[config.mk]
export PLATFORM = sky130hd
export DESIGN_NAME = matmul_seq_ctrl_flat
export DESIGN_NICKNAME = d
export VERILOG_FILES = /design/src/rtl/matmul_seq_ctrl_if.sv /design/src/rtl/matmul_seq_ctrl.sv /design/src/flat_wrapper.sv
export SDC_FILE = /design/constraint.sdc
export NUM_CORES = 1
export LEC_CHECK = 0
export BUFFER_PORTS_ARGS = -buffer_cell sky130_fd_sc_hd__buf_2
export CELL_PAD_IN_SITES_DETAIL_PLACEMENT = 1
export CELL_PAD_IN_SITES_GLOBAL_PLACEMENT = 2
export CORE_MARGIN = 2
export CORE_UTILIZATION = 27
export CTS_CLUSTER_SIZE = 8
export DETAILED_ROUTE_END_ITERATION = 10
export PLACE_DENSITY_LB_ADDON = 0.1
export SLEW_MARGIN = 15
export SYNTH_ARGS = -nofsm -noshare
export SYNTH_HDL_FRONTEND = slang
export SYNTH_SLANG_ARGS = --single-unit
[constraint.sdc]
create_clock -name clk -period 4.4 [get_ports clk]
set_clock_uncertainty 0.2 [all_clocks]
set_input_delay 0.22 -clock clk [delete_from_list [all_inputs] [get_ports clk]]
set_output_delay 0.22 -clock clk [all_outputs]
set_load 0.02 [all_outputs]
[src/rtl/matmul_seq_ctrl_if.sv]
// Handshake and memory/mac bus of the matrix-multiply sequencer.
// master = the sequencer, slave = wrapper, operand/result memories and mac.
interface matmul_seq_ctrl_if #(
  parameter int DW = 8,
  parameter int OW = 19,
  parameter int AW = 4
);
  logic          start;
  logic          busy;
  logic          done;
  logic [AW-1:0] a_addr;
  logic [AW-1:0] b_addr;
  logic [DW-1:0] a_rdata;
  logic [DW-1:0] b_rdata;
  logic [DW-1:0] mac_a;
  logic [DW-1:0] mac_b;
  logic          mac_clr;
  logic [OW-1:0] mac_out;
  logic          c_we;
  logic [AW-1:0] c_addr;
  logic [OW-1:0] c_wdata;

  modport master (
    input  start, a_rdata, b_rdata, mac_out,
    output busy, done, a_addr, b_addr, mac_a, mac_b, mac_clr, c_we, c_addr, c_wdata
  );

  modport slave (
    output start, a_rdata, b_rdata, mac_out,
    input  busy, done, a_addr, b_addr, mac_a, mac_b, mac_clr, c_we, c_addr, c_wdata
  );
endinterface

[src/rtl/matmul_seq_ctrl.sv]
// Sequencer driving one shared mac through an NxN signed product C = A*B,
// one C element every N+2 cycles, elements in row-major order.
module matmul_seq_ctrl #(
  parameter int N  = 3,
  parameter int DW = 8,
  parameter int OW = 19,
  parameter int AW = 4
) (
  input  logic              clk,
  input  logic              rst_n,
  matmul_seq_ctrl_if.master bus
);

  typedef enum logic [2:0] {
    S_IDLE  = 3'd0,
    S_ISSUE = 3'd1,
    S_DRAIN = 3'd2,
    S_WRITE = 3'd3,
    S_DONE  = 3'd4
  } state_e;

  localparam logic [AW-1:0] A_ZERO = {AW{1'b0}};
  localparam logic [AW-1:0] A_ONE  = AW'(1);
  localparam logic [AW-1:0] N_A    = AW'(N);
  localparam logic [AW-1:0] LAST   = AW'(N - 1);
  localparam logic [DW-1:0] D_ZERO = {DW{1'b0}};
  localparam logic [OW-1:0] O_ZERO = {OW{1'b0}};

  function automatic logic [AW-1:0] lin_addr(input logic [AW-1:0] row,
                                             input logic [AW-1:0] col);
    return row * N_A + col;
  endfunction

  state_e        state_q, state_d;
  logic [AW-1:0] i_q, i_d;
  logic [AW-1:0] j_q, j_d;
  logic [AW-1:0] k_q, k_d;
  logic          vld_q, vld_d;
  logic          clr_q, clr_d;
  logic          busy_q, busy_d;
  logic          done_q, done_d;
  logic          c_we_q, c_we_d;
  logic [AW-1:0] a_addr_q, a_addr_d;
  logic [AW-1:0] b_addr_q, b_addr_d;
  logic [AW-1:0] c_addr_q, c_addr_d;

  // Next state, element indices and the registered outputs of the next cycle.
  always_comb begin
    state_d = state_q;
    i_d     = i_q;
    j_d     = j_q;
    k_d     = k_q;
    case (state_q)
      S_IDLE: begin
        if (bus.start) begin
          state_d = S_ISSUE;
          i_d     = A_ZERO;
          j_d     = A_ZERO;
          k_d     = A_ZERO;
        end else begin
          state_d = S_IDLE;
        end
      end
      S_ISSUE: begin
        if (k_q == LAST) begin
          state_d = S_DRAIN;
          k_d     = A_ZERO;
        end else begin
          k_d     = k_q + A_ONE;
        end
      end
      S_DRAIN: begin
        state_d = S_WRITE;
      end
      S_WRITE: begin
        k_d = A_ZERO;
        if (j_q == LAST) begin
          j_d = A_ZERO;
          if (i_q == LAST) begin
            i_d     = A_ZERO;
            state_d = S_DONE;
          end else begin
            i_d     = i_q + A_ONE;
            state_d = S_ISSUE;
          end
        end else begin
          j_d     = j_q + A_ONE;
          state_d = S_ISSUE;
        end
      end
      S_DONE: begin
        state_d = S_IDLE;
      end
      default: begin
        state_d = S_IDLE;
        i_d     = A_ZERO;
        j_d     = A_ZERO;
        k_d     = A_ZERO;
      end
    endcase

    // Operand data returns one cycle after its ISSUE; the valid/first
    // pipeline follows that cycle so the mac only sees real terms.
    vld_d    = (state_q == S_ISSUE);
    clr_d    = (state_q == S_ISSUE) && (k_q == A_ZERO);
    busy_d   = (state_d == S_ISSUE) || (state_d == S_DRAIN) || (state_d == S_WRITE);
    done_d   = (state_d == S_DONE);
    c_we_d   = (state_d == S_WRITE);
    a_addr_d = (state_d == S_ISSUE) ? lin_addr(i_d, k_d) : A_ZERO;
    b_addr_d = (state_d == S_ISSUE) ? lin_addr(k_d, j_d) : A_ZERO;
    c_addr_d = (state_d == S_WRITE) ? lin_addr(i_d, j_d) : A_ZERO;
  end

  // Sequencer state and registered outputs with synchronous reset.
  always_ff @(posedge clk) begin
    if (!rst_n) begin
      state_q  <= S_IDLE;
      i_q      <= A_ZERO;
      j_q      <= A_ZERO;
      k_q      <= A_ZERO;
      vld_q    <= 1'b0;
      clr_q    <= 1'b0;
      busy_q   <= 1'b0;
      done_q   <= 1'b0;
      c_we_q   <= 1'b0;
      a_addr_q <= A_ZERO;
      b_addr_q <= A_ZERO;
      c_addr_q <= A_ZERO;
    end else begin
      state_q  <= state_d;
      i_q      <= i_d;
      j_q      <= j_d;
      k_q      <= k_d;
      vld_q    <= vld_d;
      clr_q    <= clr_d;
      busy_q   <= busy_d;
      done_q   <= done_d;
      c_we_q   <= c_we_d;
      a_addr_q <= a_addr_d;
      b_addr_q <= b_addr_d;
      c_addr_q <= c_addr_d;
    end
  end

  // Read data must reach the mac in the cycle it arrives, so only the gate is a flop.
  assign bus.mac_a   = vld_q ? bus.a_rdata : D_ZERO;
  assign bus.mac_b   = vld_q ? bus.b_rdata : D_ZERO;
  assign bus.mac_clr = clr_q;
  assign bus.busy    = busy_q;
  assign bus.done    = done_q;
  assign bus.a_addr  = a_addr_q;
  assign bus.b_addr  = b_addr_q;
  assign bus.c_we    = c_we_q;
  assign bus.c_addr  = c_addr_q;
  assign bus.c_wdata = c_we_q ? bus.mac_out : O_ZERO;

endmodule

[src/flat_wrapper.sv]
// flat-port wrapper written by rule: the top's interface ports become plain ports
module matmul_seq_ctrl_flat 
#(
  parameter int N  = 3,
  parameter int DW = 8,
  parameter int OW = 19,
  parameter int AW = 4
)
  (clk, rst_n, bus_start, bus_a_rdata, bus_b_rdata, bus_mac_out, bus_busy, bus_done, bus_a_addr, bus_b_addr, bus_mac_a, bus_mac_b, bus_mac_clr, bus_c_we, bus_c_addr, bus_c_wdata);
  matmul_seq_ctrl_if #(.DW(DW), .OW(OW), .AW(AW)) bus_i ();
  input  logic clk;
  input  logic rst_n;
  input wire logic [$bits(bus_i.start)-1:0] bus_start;
  input wire logic [$bits(bus_i.a_rdata)-1:0] bus_a_rdata;
  input wire logic [$bits(bus_i.b_rdata)-1:0] bus_b_rdata;
  input wire logic [$bits(bus_i.mac_out)-1:0] bus_mac_out;
  output wire logic [$bits(bus_i.busy)-1:0] bus_busy;
  output wire logic [$bits(bus_i.done)-1:0] bus_done;
  output wire logic [$bits(bus_i.a_addr)-1:0] bus_a_addr;
  output wire logic [$bits(bus_i.b_addr)-1:0] bus_b_addr;
  output wire logic [$bits(bus_i.mac_a)-1:0] bus_mac_a;
  output wire logic [$bits(bus_i.mac_b)-1:0] bus_mac_b;
  output wire logic [$bits(bus_i.mac_clr)-1:0] bus_mac_clr;
  output wire logic [$bits(bus_i.c_we)-1:0] bus_c_we;
  output wire logic [$bits(bus_i.c_addr)-1:0] bus_c_addr;
  output wire logic [$bits(bus_i.c_wdata)-1:0] bus_c_wdata;
  assign bus_i.start = bus_start;
  assign bus_i.a_rdata = bus_a_rdata;
  assign bus_i.b_rdata = bus_b_rdata;
  assign bus_i.mac_out = bus_mac_out;
  assign bus_busy = bus_i.busy;
  assign bus_done = bus_i.done;
  assign bus_a_addr = bus_i.a_addr;
  assign bus_b_addr = bus_i.b_addr;
  assign bus_mac_a = bus_i.mac_a;
  assign bus_mac_b = bus_i.mac_b;
  assign bus_mac_clr = bus_i.mac_clr;
  assign bus_c_we = bus_i.c_we;
  assign bus_c_addr = bus_i.c_addr;
  assign bus_c_wdata = bus_i.c_wdata;
  matmul_seq_ctrl #(.N(N), .DW(DW), .OW(OW), .AW(AW)) u_core (.clk(clk), .rst_n(rst_n), .bus(bus_i));
endmodule
==> metrics.txt <==
largest family of logic cells by synthesized area simple AND/OR/NAND/NOR gates; unrepaired setup endpoints after global routing no; Post-Synth XOR/XNOR Area 5.20%; number of max-cap violations 0; total CTS buffers 5; Synth area leaders dfxtp_1, and2_1, ha_1; Crit path buffers/inverters 0; Yosys top cell by area dfxtp_1; Vias 1898; most used cell, CP nand2_1; EDFF count, synth 0; critical path class register to register; Sink Count 32; Final nets 388; Hold Path Origin rst_n; antenna violations before repair 0; pwr/cell area 246 nW/um2; drt wl/cell 14.0 um; post-synthesis cell type count 51; Overflow after GRT 0; first-pass GRT wire length 9.74 mm; Die H 92.6 um; largest net degree at the start of global routing 21; FP Rows 32; detailed-route wire length 6.03 mm; HPWL after DPL 4.90 mm; ANT cells 0; CP cell instances ha_1 > or3b_1 > nand2_1 > nand2_1 > mux2_2 > ha_1 > fa_1 > and2_1 > nand2_1 > mux2i_1 > a221oi_2 > xnor3_1 > nor2_1; Die X 92.6 um; Slowest-stage cell, CP or3b_1; simple-gate portion of the synthesized area 31.1%; clock-pin slew on the worst setup and hold paths 0.07 ns; Period Utilization, post-route 86.5%; most frequently used flop master after synthesis dfxtp_1; # setup viols final 0; Remaining DRCs 0; Crit path max-delay family simple AND/OR/NAND/NOR gates; Mapped Cells 241; Synthesized Nets 301; CTS tree done; # resized after CTS 0; WL met1 2.82 mm; final setup TNS 0 ns; measured slew at the worst slew-check pin 0.734 ns; GRT Util Overall 14.5%; top-count cell post-synth and2_1; Post-Syn Area 2120 um2; status finished, final reports clean; DR WL met2 3.04 mm; Starting DRT DRC Count 38; Worst Path Required 4.42 ns; io pins 89; reg2reg setup slack 0.60 ns; FF-to-FF Start u_core.j_q[1]$_SDFF_PN0_; Crit path arrival time 3.83 ns; layout cell share with drive strength beyond 1 32.8%; CP max stage delay 0.53 ns; routability cong. 0.761; hold depth 2; via/cell ratio 4.40; mux contribution to synthesized area 2.42%; Final Slew Violations 0; Worst Hold Class primary input to register; maximum fanout along the worst path 7; Hold Buf Count CTS 0; CORE AREA 7650 um2; Syn Area/Cell 8.79 um2; Seq/Total Area, Yosys 30.2%; Pleak 1.40 nW; endpoint class of the critical path register; top cells by count, synth and2_1, dfxtp_1, nor2_1, inv_1, ha_1; post-route minimum period 3.80 ns; CTS Buffer Depth 2; I/O Buffers 88; Yosys Warn Count 0; met3 wire length 132 um; DRT Pass-1 Iters 4; Hold Vio Cnt, Final 0; worst reg-to-reg path cell count 13; FFs w/ async S/R, synth 0%; ANT nets after route 0; Post-Synth Adder-Cell Area 15.7%; clk root buf clkbuf_8; Slew HR 50.5%; Total Power Consumption 0.677 mW; top cell type's share of synthesized area 30.2%; Peak VDD IR 0.000101 V; number of synthesized register bits 32; H-Tree Depth 2; area growth from synthesis to layout 30.1%; Die ar. 8570 um2; CP startpoint u_core.j_q[1]$_SDFF_PN0_; Starting Density 27.7%; vias in the first global route 1882; max frequency 0.263 GHz; hold endpoint u_core.k_q[3]$_SDFF_PN0_; Worst R2R End u_core.bus.c_addr[3]$_SDFF_PN0_; postcts setup bufs 0; highest routed layer met4; crit path launch type register; post-synthesis compound-gate area fraction 10.0%; Skew-Pair Late Insertion Delay 0.29 ns
## worst max-delay path by stage
stage          depth (start not counted)                         endpoint
2_1_floorplan                         16  u_core.bus.b_addr[3]$_SDFF_PN0_
3_3_place_gp                          13  u_core.bus.a_addr[3]$_SDFF_PN0_
3_5_place_dp                          13  u_core.bus.c_addr[3]$_SDFF_PN0_
4_1_cts                               13  u_core.bus.c_addr[3]$_SDFF_PN0_
5_1_grt                               13  u_core.bus.c_addr[3]$_SDFF_PN0_
6_report                              13  u_core.bus.c_addr[3]$_SDFF_PN0_
## registers in the layout, indices dropped and copies added, names as in the netlist
name / flops
u_core.k_q: 4
u_core.state_q: 3
u_core.vld_q: 1
u_core.bus.c_addr: 4
u_core.bus.done: 1
u_core.bus.c_we: 1
u_core.bus.busy: 1
u_core.bus.mac_clr: 1
u_core.j_q: 4
u_core.i_q: 4
u_core.bus.a_addr: 4
u_core.bus.b_addr: 4
## where the power goes
group / switching [mW] / internal [mW]
Clock: 0.121 / 0.168
Sequential: 0.00771 / 0.296
Combinational: 0.0481 / 0.0367
Total: 0.177 / 0.500
## layout make-up
class / count / area, um2
Clock buffer: 5 / 68.8
Inverter: 17 / 63.8
Sequential cell: 32 / 641
Fill cell: 958 / 4890
Tap cell: 102 / 128
Clock inverter: 3 / 42.5
Multi-Input combinational cell: 183 / 1370
Timing Repair Buffer: 89 / 448
## layout by cell type, fill, tap and decap left out, drive strengths merged, types with 8 or more instances in the layout
| cell | count |
|---|---|
| nand2 | 13 |
| buf | 89 |
| dfxtp | 32 |
| o21ai | 11 |
| nor2 | 20 |
| inv | 17 |
| and2 | 49 |
| ha | 16 |
| a21oi | 8 |
## cell families (layout without fill, tap and decap cells)
family | after synthesis | after routing
compound gates | 32 | 32
xor+xnor | 11 | 11
fa+ha+maj | 23 | 23
buf+inv | 26 | 114
flops | 32 | 32
mux | 5 | 5
simple gates | 112 | 112
## routing by layer
layer | global-route usage [%] | vias to the layer above
met1 | 19.4 | 901
met2 | 24.0 | 18
li1 | - | 975
met5 | 0 | -
met3 | 2.60 | 4
met4 | 3.73 | 0
## stage by stage
step / setup slack, ns / instances / cell area (um2) / hold WS [ns] / utilization (%)
6_report: 0.596 / 431 / 2760 / 0.102 / 36.0
5_1_grt: 0.382 / 431 / 2760 / 0.114 / 36.0
4_1_cts: 0.593 / 431 / 2760 / 0.0959 / 36.0
3_5_place_dp: 0.624 / 423 / 2650 / 0.393 / 34.6
3_3_place_gp: 0.675 / 423 / 2650 / 0.397 / 34.6
2_1_floorplan: 1.04 / 241 / 2120 / 0.237 / -
Power figures use the tool's default switching activity.
